**config.mk**
```make
export PLATFORM = sky130hd
export DESIGN_NAME = gray_ptr_read_ctrl
export DESIGN_NICKNAME = d
export VERILOG_FILES = /design/src/rtl/gray_code_pkg.sv /design/src/rtl/gray_code_decode.sv /design/src/rtl/gray_ptr_read_ctrl.sv
export SDC_FILE = /design/constraint.sdc
export NUM_CORES = 1
export LEC_CHECK = 0
export ABC_AREA = 1
export CAP_MARGIN = 20
export CORE_MARGIN = 5
export CORE_UTILIZATION = 50
export DETAILED_ROUTE_END_ITERATION = 6
export GPL_TIMING_DRIVEN = 0
export HOLD_SLACK_MARGIN = 0.08
export PLACE_DENSITY = 0.88
export SLEW_MARGIN = 30
export SYNTH_ARGS = -nofsm -noshare
export SYNTH_HDL_FRONTEND = slang
export SYNTH_HIERARCHICAL = 1
export SYNTH_SLANG_ARGS = --single-unit
```
**constraint.sdc**
```tcl
create_clock -name clock -period 5.8 [get_ports clock]
set_input_delay 1.45 -clock clock [delete_from_list [all_inputs] [get_ports clock]]
set_output_delay 1.45 -clock clock [all_outputs]
set_load 0.1 [all_outputs]
```
**src/rtl/gray_code_pkg.sv**
```systemverilog
// -----------------------------------------------------------------------------
// gray_code_pkg
// Shared Gray-code helpers for both sides of the asynchronous FIFO.
//   bin_to_gray : binary -> reflected Gray code
//   gray_to_bin : reflected Gray code -> binary
// Both functions work on a GRAY_MAX_WIDTH-bit word. Callers zero-extend their
// narrower value in and size-cast the result back to their own width. Zero
// upper bits stay zero through either conversion, so the result is exact for
// any width up to GRAY_MAX_WIDTH.
// -----------------------------------------------------------------------------
package gray_code_pkg;

   localparam int GRAY_MAX_WIDTH = 32;

   typedef logic [GRAY_MAX_WIDTH-1:0] gray_word_t;

   function automatic gray_word_t bin_to_gray(input gray_word_t bin);
      return bin ^ (bin >> 1);
   endfunction

   // b[MSB] = g[MSB], b[i] = b[i+1] ^ g[i]
   function automatic gray_word_t gray_to_bin(input gray_word_t gray);
      gray_word_t bin;
      bin[GRAY_MAX_WIDTH-1] = gray[GRAY_MAX_WIDTH-1];
      for (int i = GRAY_MAX_WIDTH - 2; i >= 0; i--) begin
         bin[i] = bin[i+1] ^ gray[i];
      end
      return bin;
   endfunction

endpackage

```
**src/rtl/gray_code_decode.sv**
```systemverilog
// -----------------------------------------------------------------------------
// gray_code_decode
// Combinational Gray-to-binary converter, the counterpart of the Gray encoder.
//   WIDTH       : code width in bits (at most gray_code_pkg::GRAY_MAX_WIDTH)
//   gray_code   : input, Gray-coded value
//   binary_code : output, binary equivalent
// -----------------------------------------------------------------------------
module gray_code_decode #(
   parameter int WIDTH = 5
) (
   input  logic [WIDTH-1:0] gray_code,
   output logic [WIDTH-1:0] binary_code
);
   import gray_code_pkg::*;

   assign binary_code = WIDTH'(gray_to_bin(GRAY_MAX_WIDTH'(gray_code)));

endmodule

```
**src/rtl/gray_ptr_read_ctrl.sv**
```systemverilog
// -----------------------------------------------------------------------------
// gray_ptr_read_ctrl
// Read-side pointer controller of an asynchronous FIFO.
//   clock          : read-domain clock, all state updates on its rising edge
//   reset          : asynchronous, active-high
//   write_ptr_gray : Gray write pointer from the write domain (asynchronous)
//   read_enable    : read request for the current cycle
//   read_addr      : RAM read address (low ADDR_WIDTH bits of binary read ptr)
//   read_ptr_gray  : registered Gray read pointer, for the write domain
//   empty          : registered FIFO-empty flag
//   level          : registered occupancy, 0 .. 2**ADDR_WIDTH
//   underflow      : one-cycle pulse after a rejected read
//
// Read handshake: read_enable is a request and ~empty is the grant. A read is
// taken on a rising edge where read_enable=1 and empty=0. A request while
// empty=1 is dropped: the pointer holds and underflow pulses for one cycle.
//
// Pointers are ADDR_WIDTH+1 bits wide. The extra MSB separates full
// (level=2**ADDR_WIDTH) from empty after wrap-around. empty and level are
// computed from the next read pointer, so the edge that takes the last entry
// also raises empty.
// -----------------------------------------------------------------------------
module gray_ptr_read_ctrl #(
   parameter int ADDR_WIDTH  = 4,
   parameter int SYNC_STAGES = 2    // minimum 2
) (
   input  logic                  clock,
   input  logic                  reset,
   input  logic [ADDR_WIDTH:0]   write_ptr_gray,
   input  logic                  read_enable,
   output logic [ADDR_WIDTH-1:0] read_addr,
   output logic [ADDR_WIDTH:0]   read_ptr_gray,
   output logic                  empty,
   output logic [ADDR_WIDTH:0]   level,
   output logic                  underflow
);
   import gray_code_pkg::*;

   localparam int PTR_W = ADDR_WIDTH + 1;

   logic [PTR_W-1:0] sync_q [SYNC_STAGES];
   logic [PTR_W-1:0] wgray_sync;
   logic [PTR_W-1:0] wbin_sync;
   logic [PTR_W-1:0] rbin_q;
   logic [PTR_W-1:0] rbin_next;
   logic [PTR_W-1:0] rgray_next;
   logic             accept;

   // Write-pointer synchronizer. Only the last stage feeds any logic.
   always_ff @(posedge clock or posedge reset) begin
      if (reset) begin
         for (int i = 0; i < SYNC_STAGES; i++) begin
            sync_q[i] <= '0;
         end
      end else begin
         sync_q[0] <= write_ptr_gray;
         for (int i = 1; i < SYNC_STAGES; i++) begin
            sync_q[i] <= sync_q[i-1];
         end
      end
   end

   assign wgray_sync = sync_q[SYNC_STAGES-1];

   gray_code_decode #(
      .WIDTH (PTR_W)
   ) u_wsync_decode (
      .gray_code   (wgray_sync),
      .binary_code (wbin_sync)
   );

   assign accept     = read_enable && !empty;
   assign rbin_next  = rbin_q + PTR_W'(accept);
   assign rgray_next = PTR_W'(bin_to_gray(GRAY_MAX_WIDTH'(rbin_next)));

   // Pointer and flags are all derived from rbin_next, so they move together.
   always_ff @(posedge clock or posedge reset) begin
      if (reset) begin
         rbin_q        <= '0;
         read_ptr_gray <= '0;
         empty         <= 1'b1;
         level         <= '0;
         underflow     <= 1'b0;
      end else begin
         rbin_q        <= rbin_next;
         read_ptr_gray <= rgray_next;
         empty         <= (rgray_next == wgray_sync);
         level         <= wbin_sync - rbin_next;   // modular, wraps cleanly
         underflow     <= read_enable && empty;
      end
   end

   assign read_addr = rbin_q[ADDR_WIDTH-1:0];

endmodule

```
==> run_results.csv <==
group,metric,value,unit
sta,period_share,60.81,%
global_route,grt_pass1_vias,1017,
placed_design,dp_hpwl,1995,um
sta,period_needed,3.527,ns
cts,clk_path_buf_depth,2,
cts,cts_sinks,26,
layout,layout_common_cells,"nand2_1, inv_1, dfrtp_1",
synthesis,synth_area,1277,um^2
placed_design,io_buffer_count,23,
worst_setup_path,timing.rr.end,"level[3]",
worst_setup_path,cp-start-kind,"input port",
sta,setup-tns-final,0,ns
worst_setup_path,cp_cell_sequence,"clkdlybuf4s50_1, inv_1, nor2_1, ha_1, ha_1, inv_1, nand2_1, nand2_4, ha_1, nand2_1, nor2_1, a211oi_1, xor2_2",
routing,top_layer,"met4",
routing,num_vias,1043,
floorplan,pin_count,24,
synthesis,yosysWarnings,6,
worst_hold_path,hold_depth,0,
worst_setup_path,cp_max_fo,6,
global_route,grt_max_degree,27,
floorplan,fp.dieH,60.55,um
routing,wl_met1,929,um
worst_setup_path,critical_path.top_delay_family,"adder cells",
cts,numCtsBuffers,3,
worst_setup_path,cp_num_buf_inv,3,
run,max-cap-violations,0,
floorplan,dieArea,3666,um^2
sta,setup_viol,0,
layout,area_delta_synth_final,25.07,%
global_route,antenna_found_initial,0,
routing,route.detailed.drc,0,
synthesis,synthCells,143,
sta,whs,0.3665,ns
global_route,grt.total_usage,16.18,%
worst_setup_path,end_kind,"register",
routing,drt-vias-per-instance,5.215,
cts,cts-root-buf,"clkbuf_4",
cts,htreeDepth,1,
routing,wire_per_inst,12.67,um
worst_hold_path,hold_class,"register to register",
sta,hold_viol,0,
sta,worstMarginPinSlew,0.9858,ns
synthesis,syn-num-nets,157,
worst_setup_path,r2r_cells,9,
cts,hold_buffers,0,
cts,post_cts_resized,0,
sta,fin_skew,0.001687,ns
outcome,outcome,"finished clean",
synthesis,ys_seq_elements,26,
layout,drive_above_1_share,11.76,%
floorplan,start_util,52.04,%
layout,nets,185,
worst_hold_path,min-delay-start,"sync_q[5]",
worst_setup_path,cp_slowest_cell,"clkdlybuf4s50_1",
synthesis,synth.area.top_cells,"dfrtp_1, nand2_1, nand3_1",
worst_setup_path,crit_path_max_incr_delay,0.48,ns
floorplan,coreArea,2455,um^2
synthesis,synth_cell_types,22,
layout,mostFrequentLayoutCell,"nand2_1",
sta,slew_viol_final,0,
worst_setup_path,r2r_start,"empty",
placed_design,gp_congestion,0.8829,
synthesis,netlist.area_leader.share,48.97,%
worst_setup_path,r2r_setup_slack,3.43,ns
layout,num_antenna_cells,0,
synthesis,syn_avg_cell_area,8.933,um^2
synthesis,yosysSeqAreaShare,51.03,%
worst_setup_path,critPathRequiredTime,6.02,ns
global_route,overflow,0,
worst_setup_path,arrival,3.74,ns
routing,drt_iter0_drc,22,
cts,cts_tree,"built",
sta,rsz0062_at_grt,"false",
worst_setup_path,worstSetupStartpoint,"read_enable",
routing,dr.pass1.iters,4,
cts,path_clk_slew,0.13,ns
cts,clk_latency,0.32,ns
worst_hold_path,min_to,"wgray_sync[0]",
floorplan,die_w,60.55,um
cts,cts.repair_timing.setup_buffer_count,0,
floorplan,rows,18,
global_route,grt_pass1_wl,4229,um
synthesis,synth.largest_area_cell,"dfrtp_1",
routing,drt-total-wl,2533,um
sta,max_freq,283.5,MHz
worst_setup_path,crit_type,"input port to register",
routing,met2_length,1335,um
sta,max_slew_margin,34.07,%
routing,wl_met3,152,um
worst_setup_path,critPathMostFrequentCell,"ha_1",
layout,fin_util,65.09,%
routing,ant_nets,0,
Yosys cell counts (all sizes together):
library cell / number
or2: 1
ha: 5
nor2: 4
nand3: 23
buf: 1
a211oi: 1
a21oi: 1
nand3b: 1
xor2: 2
nand2: 46
xnor2: 1
fa: 1
dfstp: 1
nand4: 3
inv: 27
dfrtp: 25
state kept, by name (all words and copies together), names as in the netlist:
| signal | flops |
|---|---|
| level | 5 |
| rbin_q | 5 |
| sync_q | 5 |
| wgray_sync | 5 |
| read_ptr_gray | 4 |
| empty | 1 |
| underflow | 1 |
worst reg2reg max path: stages, from the launching register on:
cell      delay (ns)
dfstp_2         0.57
nor2_1          0.05
ha_1            0.23
ha_1            0.45
inv_1           0.14
ha_1            0.29
nand2_1         0.06
nor2_1          0.04
a211oi_1        0.33
xor2_2          0.11
routing by layer:
layer,global-route usage [%],vias to the layer above
met5,0,-
met4,14.24,0
met3,4.255,14
met2,27.16,44
met1,16.53,489
li1,-,496
per-stage QoR:
step	setup slack (ns)	area, um^2	std cells
after floorplan	2.615	1277	143
after global placement	2.033	1545	196
after detailed placement	1.939	1545	196
after CTS	2.295	1598	200
after global routing	2.137	1598	200
final	2.273	1598	200
cell families (layout without fill, tap and decap cells):
group | count (synthesis) | count (layout) | synth area share (%)
compound gates | 2 | 2 | 0.9793
simple gates | 78 | 78 | 30.36
xor+xnor | 3 | 3 | 2.645
buf+inv | 28 | 55 | 8.521
fa+ha+maj | 6 | 6 | 6.464
flops | 26 | 26 | 51.03
how the worst max path moves through the flow:
| stage | to | slack [ns] | cells past startpoint |
|---|---|---|---|
| 2_1_floorplan | level[3] | 2.62 | 12 |
| 3_3_place_gp | level[3] | 2.03 | 13 |
| 3_5_place_dp | level[3] | 1.94 | 13 |
| 4_1_cts | level[3] | 2.29 | 13 |
| 5_1_grt | level[3] | 2.14 | 13 |
| 6_report | level[3] | 2.27 | 13 |
final cells by class:
| class | count | area (um^2) |
|---|---|---|
| Multi-Input combinational cell | 89 | 516.7 |
| Inverter | 27 | 101.3 |
| Timing Repair Buffer | 23 | 230.2 |
| Clock buffer | 3 | 22.52 |
| Tap cell | 30 | 37.54 |
| Clock inverter | 1 | 30.03 |
| Sequential cell | 26 | 651.9 |
| Buffer | 1 | 7.507 |
| Fill cell | 201 | 857.1 |
Power is not shown: default switching activity piles up to over one toggle a cycle in this logic, so the estimate is an artifact.
